<file path="src/rtl/mem_access_stage.sv">
// mem_access_stage: EX->WB memory stage with a decoupled, byte-lane aligned data-memory port
module mem_access_stage #(
  parameter int XLEN = 32,
  localparam int NB = XLEN / 8,
  localparam int OW = $clog2(NB)
) (
  input  logic            clock,
  input  logic            reset,
  input  logic            ms_valid,
  output logic            ms_ready,
  input  logic [XLEN-1:0] ms_bits_pc,
  input  logic [XLEN-1:0] ms_bits_alu_res,
  input  logic [XLEN-1:0] ms_bits_store_data,
  input  logic            ms_bits_mem_read,
  input  logic            ms_bits_mem_write,
  input  logic [1:0]      ms_bits_mem_size,
  input  logic            ms_bits_mem_unsigned,
  input  logic            ms_bits_rf_we,
  input  logic [4:0]      ms_bits_rf_waddr,
  input  logic            tows_ready,
  output logic            tows_valid,
  output logic [XLEN-1:0] tows_bits_pc,
  output logic            tows_bits_rf_we,
  output logic [4:0]      tows_bits_rf_waddr,
  output logic [XLEN-1:0] tows_bits_rf_wdata,
  output logic            tows_bits_mem_err,
  output logic            dmem_req_valid,
  input  logic            dmem_req_ready,
  output logic            dmem_req_wr,
  output logic [XLEN-1:0] dmem_req_addr,
  output logic [XLEN-1:0] dmem_req_wdata,
  output logic [NB-1:0]   dmem_req_wstrb,
  input  logic            dmem_resp_valid,
  input  logic [XLEN-1:0] dmem_resp_rdata
);
  typedef enum logic [1:0] {IDLE, REQ, WAIT, OUT} state_t;
  state_t          r_state;
  logic [XLEN-1:0] r_pc, r_alu;
  logic            r_read, r_uns, r_we;
  logic [1:0]      r_size;
  logic [OW-1:0]   r_off;
  logic [4:0]      r_waddr;
  logic [OW-1:0]   w_off, w_mask;
  logic            w_mem, w_err, w_go, w_acc;
  logic [3:0]      w_bytes;
  logic [NB-1:0]   w_strb;
  logic [XLEN-1:0] w_sdata, w_sh, w_ld;
  assign ms_ready = (r_state == IDLE) | ((r_state == OUT) & tows_ready);
  assign w_acc    = ms_valid & ms_ready;
  assign w_off    = ms_bits_alu_res[OW-1:0];
  assign w_bytes  = 4'd1 << ms_bits_mem_size;
  assign w_mask   = OW'(w_bytes - 4'd1);
  assign w_mem    = ms_bits_mem_read | ms_bits_mem_write;
  assign w_err    = w_mem & ((ms_bits_mem_read & ms_bits_mem_write) |
                             (ms_bits_mem_size == 2'd3 && XLEN == 32) | (|(w_off & w_mask)));
  assign w_go     = w_mem & ~w_err;
  assign w_strb   = NB'(((16'd1 << w_bytes) - 16'd1) << w_off);
  assign w_sdata  = ms_bits_store_data << {w_off, 3'b000};
  assign w_sh     = dmem_resp_rdata >> {r_off, 3'b000};
  assign w_ld     = r_size == 2'd0 ? (r_uns ? XLEN'(w_sh[7:0])  : XLEN'($signed(w_sh[7:0]))) :
                    r_size == 2'd1 ? (r_uns ? XLEN'(w_sh[15:0]) : XLEN'($signed(w_sh[15:0]))) :
                    r_size == 2'd2 ? (r_uns ? XLEN'(w_sh[31:0]) : XLEN'($signed(w_sh[31:0]))) : w_sh;
  always_ff @(posedge clock) begin
    if (!reset) begin
      r_state            <= IDLE;
      r_pc               <= '0;
      r_alu              <= '0;
      r_read             <= 1'b0;
      r_uns              <= 1'b0;
      r_we               <= 1'b0;
      r_size             <= '0;
      r_off              <= '0;
      r_waddr            <= '0;
      tows_valid         <= 1'b0;
      tows_bits_pc       <= '0;
      tows_bits_rf_we    <= 1'b0;
      tows_bits_rf_waddr <= '0;
      tows_bits_rf_wdata <= '0;
      tows_bits_mem_err  <= 1'b0;
      dmem_req_valid     <= 1'b0;
      dmem_req_wr        <= 1'b0;
      dmem_req_addr      <= '0;
      dmem_req_wdata     <= '0;
      dmem_req_wstrb     <= '0;
    end else if (w_acc) begin
      r_pc           <= ms_bits_pc;
      r_alu          <= ms_bits_alu_res;
      r_read         <= ms_bits_mem_read;
      r_uns          <= ms_bits_mem_unsigned;
      r_we           <= ms_bits_rf_we;
      r_size         <= ms_bits_mem_size;
      r_off          <= w_off;
      r_waddr        <= ms_bits_rf_waddr;
      r_state        <= w_go ? REQ : OUT;
      tows_valid     <= ~w_go;
      dmem_req_valid <= w_go;
      if (w_go) begin
        dmem_req_wr    <= ms_bits_mem_write;
        dmem_req_addr  <= {ms_bits_alu_res[XLEN-1:OW], OW'(0)};
        dmem_req_wdata <= w_sdata;
        dmem_req_wstrb <= ms_bits_mem_write ? w_strb : '0;
      end else begin
        tows_bits_pc       <= ms_bits_pc;
        tows_bits_rf_we    <= ms_bits_rf_we & ~w_err;
        tows_bits_rf_waddr <= ms_bits_rf_waddr;
        tows_bits_rf_wdata <= w_err ? '0 : ms_bits_alu_res;
        tows_bits_mem_err  <= w_err;
      end
    end else if (r_state == REQ && dmem_req_ready) begin
      r_state        <= WAIT;
      dmem_req_valid <= 1'b0;
    end else if (r_state == WAIT && dmem_resp_valid) begin
      r_state            <= OUT;
      tows_valid         <= 1'b1;
      tows_bits_pc       <= r_pc;
      tows_bits_rf_we    <= r_we;
      tows_bits_rf_waddr <= r_waddr;
      tows_bits_rf_wdata <= r_read ? w_ld : r_alu;
      tows_bits_mem_err  <= 1'b0;
    end else if (r_state == OUT && tows_ready) begin
      r_state    <= IDLE;
      tows_valid <= 1'b0;
    end
  end
endmodule

</file>
<file path="config.mk">
export PLATFORM = sky130hd
export DESIGN_NAME = mem_access_stage
export DESIGN_NICKNAME = d
export VERILOG_FILES = /design/src/rtl/mem_access_stage.sv
export SDC_FILE = /design/constraint.sdc
export NUM_CORES = 1
export LEC_CHECK = 0
export ABC_AREA = 0
export ABC_CLOCK_PERIOD_IN_PS = 2600
export CAP_MARGIN = 40
export CORE_AREA = 2 2 161 131
export CTS_CLUSTER_DIAMETER = 50
export DETAILED_ROUTE_END_ITERATION = 8
export DIE_AREA = 0 0 163 133
export PLACE_DENSITY = 0.86
export SYNTH_ARGS = -nofsm -noshare
export SYNTH_HDL_FRONTEND = slang
export SYNTH_SLANG_ARGS = --single-unit
</file>
<file path="constraint.sdc">
create_clock -name clock -period 2.6 [get_ports clock]
set_input_delay 0.65 -clock clock [delete_from_list [all_inputs] [get_ports clock]]
set_output_delay 0.65 -clock clock [all_outputs]
set_load 0.005 [all_outputs]
</file>
# After elaboration in Yosys (flattened, before gate mapping)
# Cells that the tools add are included.
# totals
inputBits	145
reg_bits	218
output_inout_bits	143
# op_classes
bitwise_logic	13
addsub	2
reduce_logical	13
eq_ne	7
n_shift	5
n_mux	38
# ops
op	count
32-bit 2-to-1 mux	14
32-bit by 5-bit left shift with 32-bit output	1
32-bit by 5-bit right shift with 32-bit output	1
5-bit 2-to-1 mux	4
1-bit by 4-bit left shift with 16-bit output (first input constant)	1
16-bit by 2-bit left shift with 4-bit output	1
16-bit by 1-bit subtractor with 16-bit output (second input constant)	1
1-bit 2-to-1 mux	14
2-bit 2-to-1 mux	5
1-bit bitwise AND	6
2-bit equality test (second input constant)	3
2-bit by 1-bit equality test with 1-bit output (second input constant)	2
2-bit zero test	2
4-bit 2-to-1 mux	1
2-bit != test (second input constant)	2
1-bit OR	4
2-bit AND reduction	2
2-bit nonzero test	2
4-bit nonzero test	1
1-bit by 2-bit left shift with 4-bit output (first input constant)	1
1-bit logical AND	3
3-bit AND reduction	1
3-bit nonzero test	1
2-bit bitwise AND	1
3 further kinds	4

# Longest topological paths before layout
# Gate-level depths: netlist of the first run.
# depth
ltp_word	10
ltp_mapped	9

# Worst setup path before layout of the first run
# OpenSTA, ideal clock, no wires.
# synth_path
kind	input -> register
startpoint	input port ms_bits_mem_size[0]
endpoint	register tows_bits_pc[0]
stages	8
arrival_time_ps	2196
t_required_ps	2514
setup_time_ps	86
path_slack_ps	318
n_path_buf	1
cell_sequence	nor2b_1 > ha_1 > nor2b_1 > nor2_1 > a32oi_2 > clkbuf_1 > nor2_1 > a211oi_1
# synth_between
elab_chain_cells	10
word_cells_on_any_way	12
classes_between	add/sub: 1; eq/ne: 2; shift: 1; bitwise: 6; reduce/logical: 2
# synth_rtl
element	line	rtl
from (decl)	16	input logic [1:0] ms_bits_mem_size,
1-bit by 2-bit left shift with 4-bit output	51	assign w_bytes = 4'd1 << ms_bits_mem_size;
2-bit by 1-bit subtractor with 2-bit output	52	assign w_mask = OW'(w_bytes - 4'd1);
2-bit bitwise AND	55	(ms_bits_mem_size == 2'd3 && XLEN == 32) | (|(w_off & w_mask)));
2-bit OR reduction	55	
1-bit OR (*)	55	
1-bit bitwise AND (*)	54	assign w_err = w_mem & ((ms_bits_mem_read & ms_bits_mem_write) |
1-bit NOT (*)	56	assign w_go = w_mem & ~w_err;
1-bit bitwise AND (*)	56	
2-bit != test (no line) (*)	--	
3-bit AND reduction (no line) (*)	--	
to (signal assigned)	103	tows_bits_pc <= ms_bits_pc;
to (signal assigned)	115	tows_bits_pc <= r_pc;
to (decl)	22	output logic [XLEN-1:0] tows_bits_pc,
# Every way passes the cells marked *; elsewhere a longest branch is shown, timed or not.
# A chain may end at the register's enable or synchronous reset.

# Worst setup path after layout of the first run
# layout_path
startpoint	input port ms_bits_mem_size[0]
endpoint	register tows_bits_pc[6]
# The elaborated chain is that of the path after synthesis.

==> results of run 1 <==
==> layout make-up <==
class	count	area, µm²	area share [%]
multi-input cells	797	4560	33.6
flip-flops and latches	216	4320	31.9
repair buffers	346	3500	25.8
clock buffers	29	661	4.87
well taps	269	337	2.48
clock inverters	13	178	1.31
inverters	2	12.5	0.0922
==> path summary, 6_finish.rpt <==
path                       startpoint                     end  slack (ns)  depth (start not counted)
setup / recovery  ms_bits_mem_size[0]         tows_bits_pc[6]        0.19                         10
hold / removal      dmem_req_addr[31]       dmem_req_addr[31]        0.46                          2
setup reg to reg             r_alu[0]  tows_bits_rf_wdata[23]        0.40                          5
hold reg to reg     dmem_req_addr[31]       dmem_req_addr[31]        0.46                          2
==> state kept, by name, summed over array words and instances, names as in the netlist <==
| signal | cells |
|---|---|
| tows_bits_rf_we | 1 |
| r_alu | 32 |
| r_waddr | 5 |
| dmem_req_addr | 30 |
| r_read | 1 |
| tows_bits_mem_err | 1 |
| r_we | 1 |
| tows_bits_rf_wdata | 32 |
| dmem_req_valid | 1 |
| tows_bits_pc | 32 |
| dmem_req_wr | 1 |
| tows_bits_rf_waddr | 5 |
| r_state | 2 |
| dmem_req_wstrb | 4 |
| r_uns | 1 |
| tows_valid | 1 |
| dmem_req_wdata | 32 |
| r_pc | 32 |
| r_size | 2 |
==> per-layer routing <==
| layer | share of wire, % | global-route usage [%] | vias to the layer above |
|---|---|---|---|
| met5 | 0 | 0 | - |
| met4 | 3.5 | 9.39 | 0 |
| met3 | 9.6 | 7.37 | 77 |
| met2 | 45 | 43.3 | 448 |
| met1 | 42 | 35.3 | 4346 |
| li1 | - | - | 4444 |
==> stage by stage <==
stage	cells	cell area, µm²	hold WS [ns]	worst slack, ns
after detailed placement	1630	12700	0.448	-0.233
after floorplan	1111	9300	0.432	0.318
after global routing	1672	13600	0.471	0.116
after global placement	1630	12700	0.438	-0.166
after CTS	1672	13600	0.458	0.0120
final	1672	13600	0.459	0.186
==> power groups by stage <==
stage | registers (µW) | logic [µW] | clock network (µW)
CTS | 3870 | 2420 | 3620
global placement | 3930 | 2340 | 0
floorplan | 3900 | 1160 | 0
detailed placement | 3940 | 2390 | 0
global route | 3910 | 2620 | 3750
finish | 3880 | 2420 | 3560
==> layout by cell type (no fill, tap or decap), drive strengths merged, types with 2 or more instances in the layout <==
cell type / instances
clkdlybuf4s50: 284
dfxtp: 216
nand2: 194
nor2: 114
a21oi: 109
mux2i: 76
o21ai: 68
buf: 61
a211oi: 49
clkbuf: 29
a31oi: 24
nor3: 20
o211ai: 16
and2: 13
o221ai: 12
nand3: 11
mux2: 10
nand2b: 9
a22oi: 9
or3: 8
nor2b: 7
o22ai: 7
a2bb2oi: 7
or2: 5
inv: 5
a211o: 4
clkinvlp: 4
o21a: 3
a41oi: 3
bufinv: 3
clkinv: 3
nand3b: 2
a21o: 2
o2bb2ai: 2
conb: 2
==> cells by family after synthesis <==
group	Yosys count	share of synthesized area, %
AOI/OAI and AO/OA	320	21.5
other	1	0.0403
buffers and inverters	98	4.67
adders and majority gates	2	0.256
DFF	216	46.5
muxes	86	9.39
and+or+nand+nor	387	17.6
==> critical path, cell delays in order <==
cell and delay (ns):
clkdlybuf4s50_1 0.49, nor2b_1 0.15, ha_1 0.24, nor2b_1 0.17, nor2_1 0.12, a32oi_4 0.26
buf_12 0.18, buf_12 0.17, nor2_1 0.07, a211oi_1 0.28
==> results.ini, run 1 <==
[outcome]
status=finished, final reports clean

[clock_tree]
clkLatencyLatePin_ns=0.51
cts_max_path_buffers=3
cts_made_buffers=25
cts-root-buf=clkbuf_16
cts_resized=0
cts_setup_buffers=0
ctsHoldBuffers=0
clk_pin_slew_ns=0.06
htree_num_levels=1
cts_tree=built
cts_sinks=216

[synthesis]
synth_top_area_share_pct=46.5
synth_edf_count=0
synth_seq_area_share_pct=46.5
avgSynthCellArea_um2=8.38
ys_warn_count=0
ys.flop_type=dfxtp_1
syn_inst=1110
ys_ff_latch=216
syn-cell-area_um2=9300
ys_async_sr_fraction_pct=0
yosysMostFrequentCell=dfxtp_1
yosysUniqueCellTypes=52
synth_area_leader_cell=dfxtp_1
synthTopCellsByArea=dfxtp_1 47%, mux2i_1 8.2%, nand2_1 7.8%
synthTopCellsByCount=216 x dfxtp_1, 193 x nand2_1, 114 x nor2_1

[sta]
slew_headroom_pct=47.8
finalSetupViolCount=0
fin_setup_tns_ns=0
rsz0062_at_grt=false
skew_ns=0.0145
slew_violations=0
final-hold-violation-count=0
fmax_mhz=414
period_needed_ns=2.41
fin_crit_sh_pct=92.8
tightest_slew_ns=0.780

[final_layout]
fill_cells=1585
drive_gt1_share_pct=8.98
area_delta_synth_final_pct=46.0
nNetsFinal=1534
insertedDiodeCount=0
fin_util_pct=66.9

[detailed_routing]
postRouteAntennaNets=0
drc=0
dr_total_vias=9315
wirelength_mm=30.5
avgViaCountPerCell=5.57
avgRoutedWirePerCell_um=18.3
initialDrtViolationCount=844
first_pass_iters=5

[critical_path]
cp.arrival_ns=2.81
start_kind=input port
worstPathRequired_ns=3.00
crit_fanout=28
critical_path_class=input port to flop
worstSetupEndpointType=flop

[placement]
dp_hpwl_mm=22.0
gp_congestion=0.870
port_buffers=285

[power_and_ir_drop]
p_per_area_nw_per_um2=727
p_int_uw=7040
clkPwrFrac_pct=36.1
power.share.switching_pct=28.6
p_leak_uw=0.00501
ir_worst_vdd_uv=410
power.total_uw=9860
p_switching_uw=2820
p_seq_share_pct=39.3
power_frac_comb_pct=24.6

[floorplanning]
fp.dieW_um=163
die_y_um=133
core_area_um2=20300
rows=47
start_util_pct=45.8
dieArea_um2=21700
ioPinCount=288

[worst_hold_path]
hold_path_class=flop to flop

[grt]
first_global_vias=8971
grt_overflow=0
track_usage_pct=27.1
grt_start_max_net_pins=49
antenna_found_initial=0
grt_pass1_wl_mm=47.1

[flow_run]
maxCapViolations=0

(Power assumes the default switching activity.)
==> run 2, diff against run 1 <==
CAP_MARGIN = default   (was 40)
==> results of run 2 <==
The final DEF is identical to that of run 1; final timing and power are the same.
==> run 3, diff against run 2 <==
MAX_ROUTING_LAYER = met4   (was default)
==> run 3 against run 2 <==
Register-to-register slack hardly changed. Non-clock buffer count is 1 lower. Global-route usage is 1.2 points higher. Via count is 1.1% higher. Sequential power hardly changed. Wire length is 1.4% higher. Setup slack better by 0.060 ns. Flip-flop and latch count stayed put. Fmax is 2.6% higher. Highest routed layer unchanged.
==> results.ini, run 3 (synthesis results as in run 1) <==
[power_and_ir_drop]
ir_worst_vdd_uv=490  ; +20%
p_switching_uw=2800  ; -0.63%
p_seq_share_pct=39.6  ; +0.3 points
power_frac_comb_pct=24.7  ; about the same
p_per_area_nw_per_um2=723  ; -0.55%
p_leak_uw=0.00501  ; about the same
power.total_uw=9800  ; -0.68%
p_int_uw=6990  ; -0.71%
clkPwrFrac_pct=35.6  ; -0.5 points
power.share.switching_pct=28.6  ; about the same

[critical_path]
start_kind=input port
cp.arrival_ns=2.76  ; -0.05 ns
cpPeakStageDelay_ns=0.49  ; about the same
worstPathRequired_ns=3.01  ; about the same
worstSetupEndpointType=flop
crit_fanout=25  ; -11%
crit_chain=clkdlybuf4s50_1 > nor2b_1 > ha_1 > nor2b_1 > nor2_1 > a32oi_4 > buf_12 > buf_12 > nor2_1 > a211oi_1
crit_path_top_delay_cell=clkdlybuf4s50_1
critical_path_class=input port to flop

[detailed_routing]
drc=0  ; unchanged
wirelength_mm=31.0  ; +1.4%
first_pass_iters=8  ; +3
avgViaCountPerCell=5.63  ; +0.98%
avgRoutedWirePerCell_um=18.5  ; +1.2%
dr_total_vias=9418  ; +1.1%
postRouteAntennaNets=0  ; unchanged
initialDrtViolationCount=1006  ; +19%

[clock_tree]
clk_pin_slew_ns=0.06  ; about the same
cts-root-buf=clkbuf_16
cts_made_buffers=24  ; -4.0%
cts_tree=built
clkLatencyLatePin_ns=0.51  ; about the same
cts_sinks=216  ; unchanged
cts_max_path_buffers=3  ; unchanged
htree_num_levels=1  ; unchanged

[sta]
whs_ns=0.451  ; -0.00781 ns
fin_crit_sh_pct=90.5  ; -2.3 points
worst_slack_ns=0.246  ; +0.0604 ns
skew_ns=0.0120  ; -0.00244 ns
period_needed_ns=2.35  ; -0.0604 ns
rsz0062_at_grt=false
slew_violations=0  ; unchanged
slew_headroom_pct=47.7  ; -0.17 points
final-hold-violation-count=0  ; unchanged
finalSetupViolCount=0  ; unchanged
fmax_mhz=425  ; +2.6%
tightest_slew_ns=0.782  ; +0.00256 ns

[grt]
grt_pass1_wl_mm=47.9  ; +1.6%
grt_start_max_net_pins=49  ; unchanged
first_global_vias=8978  ; +0.078%
grt_overflow=0  ; unchanged
track_usage_pct=28.3  ; +1.2 points
antenna_found_initial=1  ; +1

[final_layout]
nNetsFinal=1532  ; -0.13%
fin_area_um2=13600  ; -0.14%
seq_area_um2=4320  ; unchanged
final_common_cell=clkdlybuf4s50_1
fill_cells=1561  ; -1.5%
area_delta_synth_final_pct=45.8
multi_input_area_um2=4560  ; unchanged
drive_gt1_share_pct=8.83  ; -0.15 points
layout_common_cells=284 x clkdlybuf4s50_1, 216 x dfxtp_1, 193 x nand2_1

[floorplanning]
die_y_um=133  ; unchanged
rows=47  ; unchanged
dieArea_um2=21700  ; unchanged
fp.dieW_um=163  ; unchanged
ioPinCount=288  ; unchanged
core_area_um2=20300  ; unchanged
start_util_pct=45.8  ; unchanged

[placement]
port_buffers=285  ; unchanged
place_area_um2=12700  ; about the same
gp_congestion=0.888  ; +2.1%
post-place-ws_ns=-0.232  ; +0.000384 ns
dp_hpwl_mm=22.0  ; about the same

[outcome]
status=finished, final reports clean

[worst_hold_path]
hold_path_class=flop to flop

[flow_run]
maxCapViolations=0  ; unchanged

[run 3: cell types whose count changed in the layout (fill, tap and decap cells not counted)]
cell | before | now
clkinvlp_4 | 4 | 1
clkbuf_8 | 2 | 4
inv_8 | 2 | 0
clkbuf_1 | 2 | 5
clkinv_4 | 0 | 1
bufinv_16 | 3 | 2
clkinv_2 | 2 | 3
diode_2 | 0 | 1
buf_4 | 46 | 45
inv_6 | 2 | 3
[run 3: power groups by stage]
stage | registers [µW] | clock network [µW] | logic (µW)
floorplan | 3900 | 0 | 1160
global placement | 3930 | 0 | 2330
detailed placement | 3940 | 0 | 2390
CTS | 3880 | 3530 | 2410
global route | 3910 | 3680 | 2610
finish | 3880 | 3490 | 2420
[run 3: layout make-up]
class	instances	share of cell area (%)
inverters	2	0.0923
repair buffers	345	25.8
multi-input cells	797	33.7
clock buffers	34	5.16
well taps	269	2.48
flip-flops and latches	216	31.9
diodes	1	0.0185
clock inverters	10	0.923
[run 3: metrics by stage]
| step | std cells | setup TNS [ns] | utilization (%) |
|---|---|---|---|
| after global placement | 1629 | -17.02 | 62.7 |
| after CTS | 1673 | 0 | 66.8 |
| after detailed placement | 1629 | -22.56 | 62.7 |
| after floorplan | 1111 | 0 | - |
| after global routing | 1674 | 0 | 66.8 |
| final | 1674 | 0 | 66.8 |
[run 3: path summary, 6_finish.rpt]
kind | start | end | slack (ns) | cells past startpoint
setup / recovery | ms_bits_mem_size[0] | tows_bits_pc[9] | 0.25 | 10
hold reg to reg | r_alu[2] | r_alu[2] | 0.45 | 2
setup reg to reg | r_alu[0] | tows_bits_rf_wdata[16] | 0.39 | 6
hold / removal | r_alu[2] | r_alu[2] | 0.45 | 2
[run 3: what timing repair did]
action / CTS / global route
hold buffers: 0 / 0
gates resized for setup: 0 / 1
setup buffers: 0 / 0
endpoints found under the setup margin: 0 / 1
[run 3: critical path, delay by kind of cell]
| family | cells | cell delay (ns) |
|---|---|---|
| buffers and inverters | 3 | 0.85 |
| and+or+nand+nor | 4 | 0.49 |
| adders and majority gates | 1 | 0.24 |
| AOI/OAI and AO/OA | 2 | 0.51 |
[run 3: per-layer routing]
layer	share of wire [%]	GRT usage, %	vias up
li1	-	-	4446
met1	41	35.9	4374
met2	46	44.6	515
met3	10	6.90	83
met4	2.7	8.55	0
met5	0	-	-
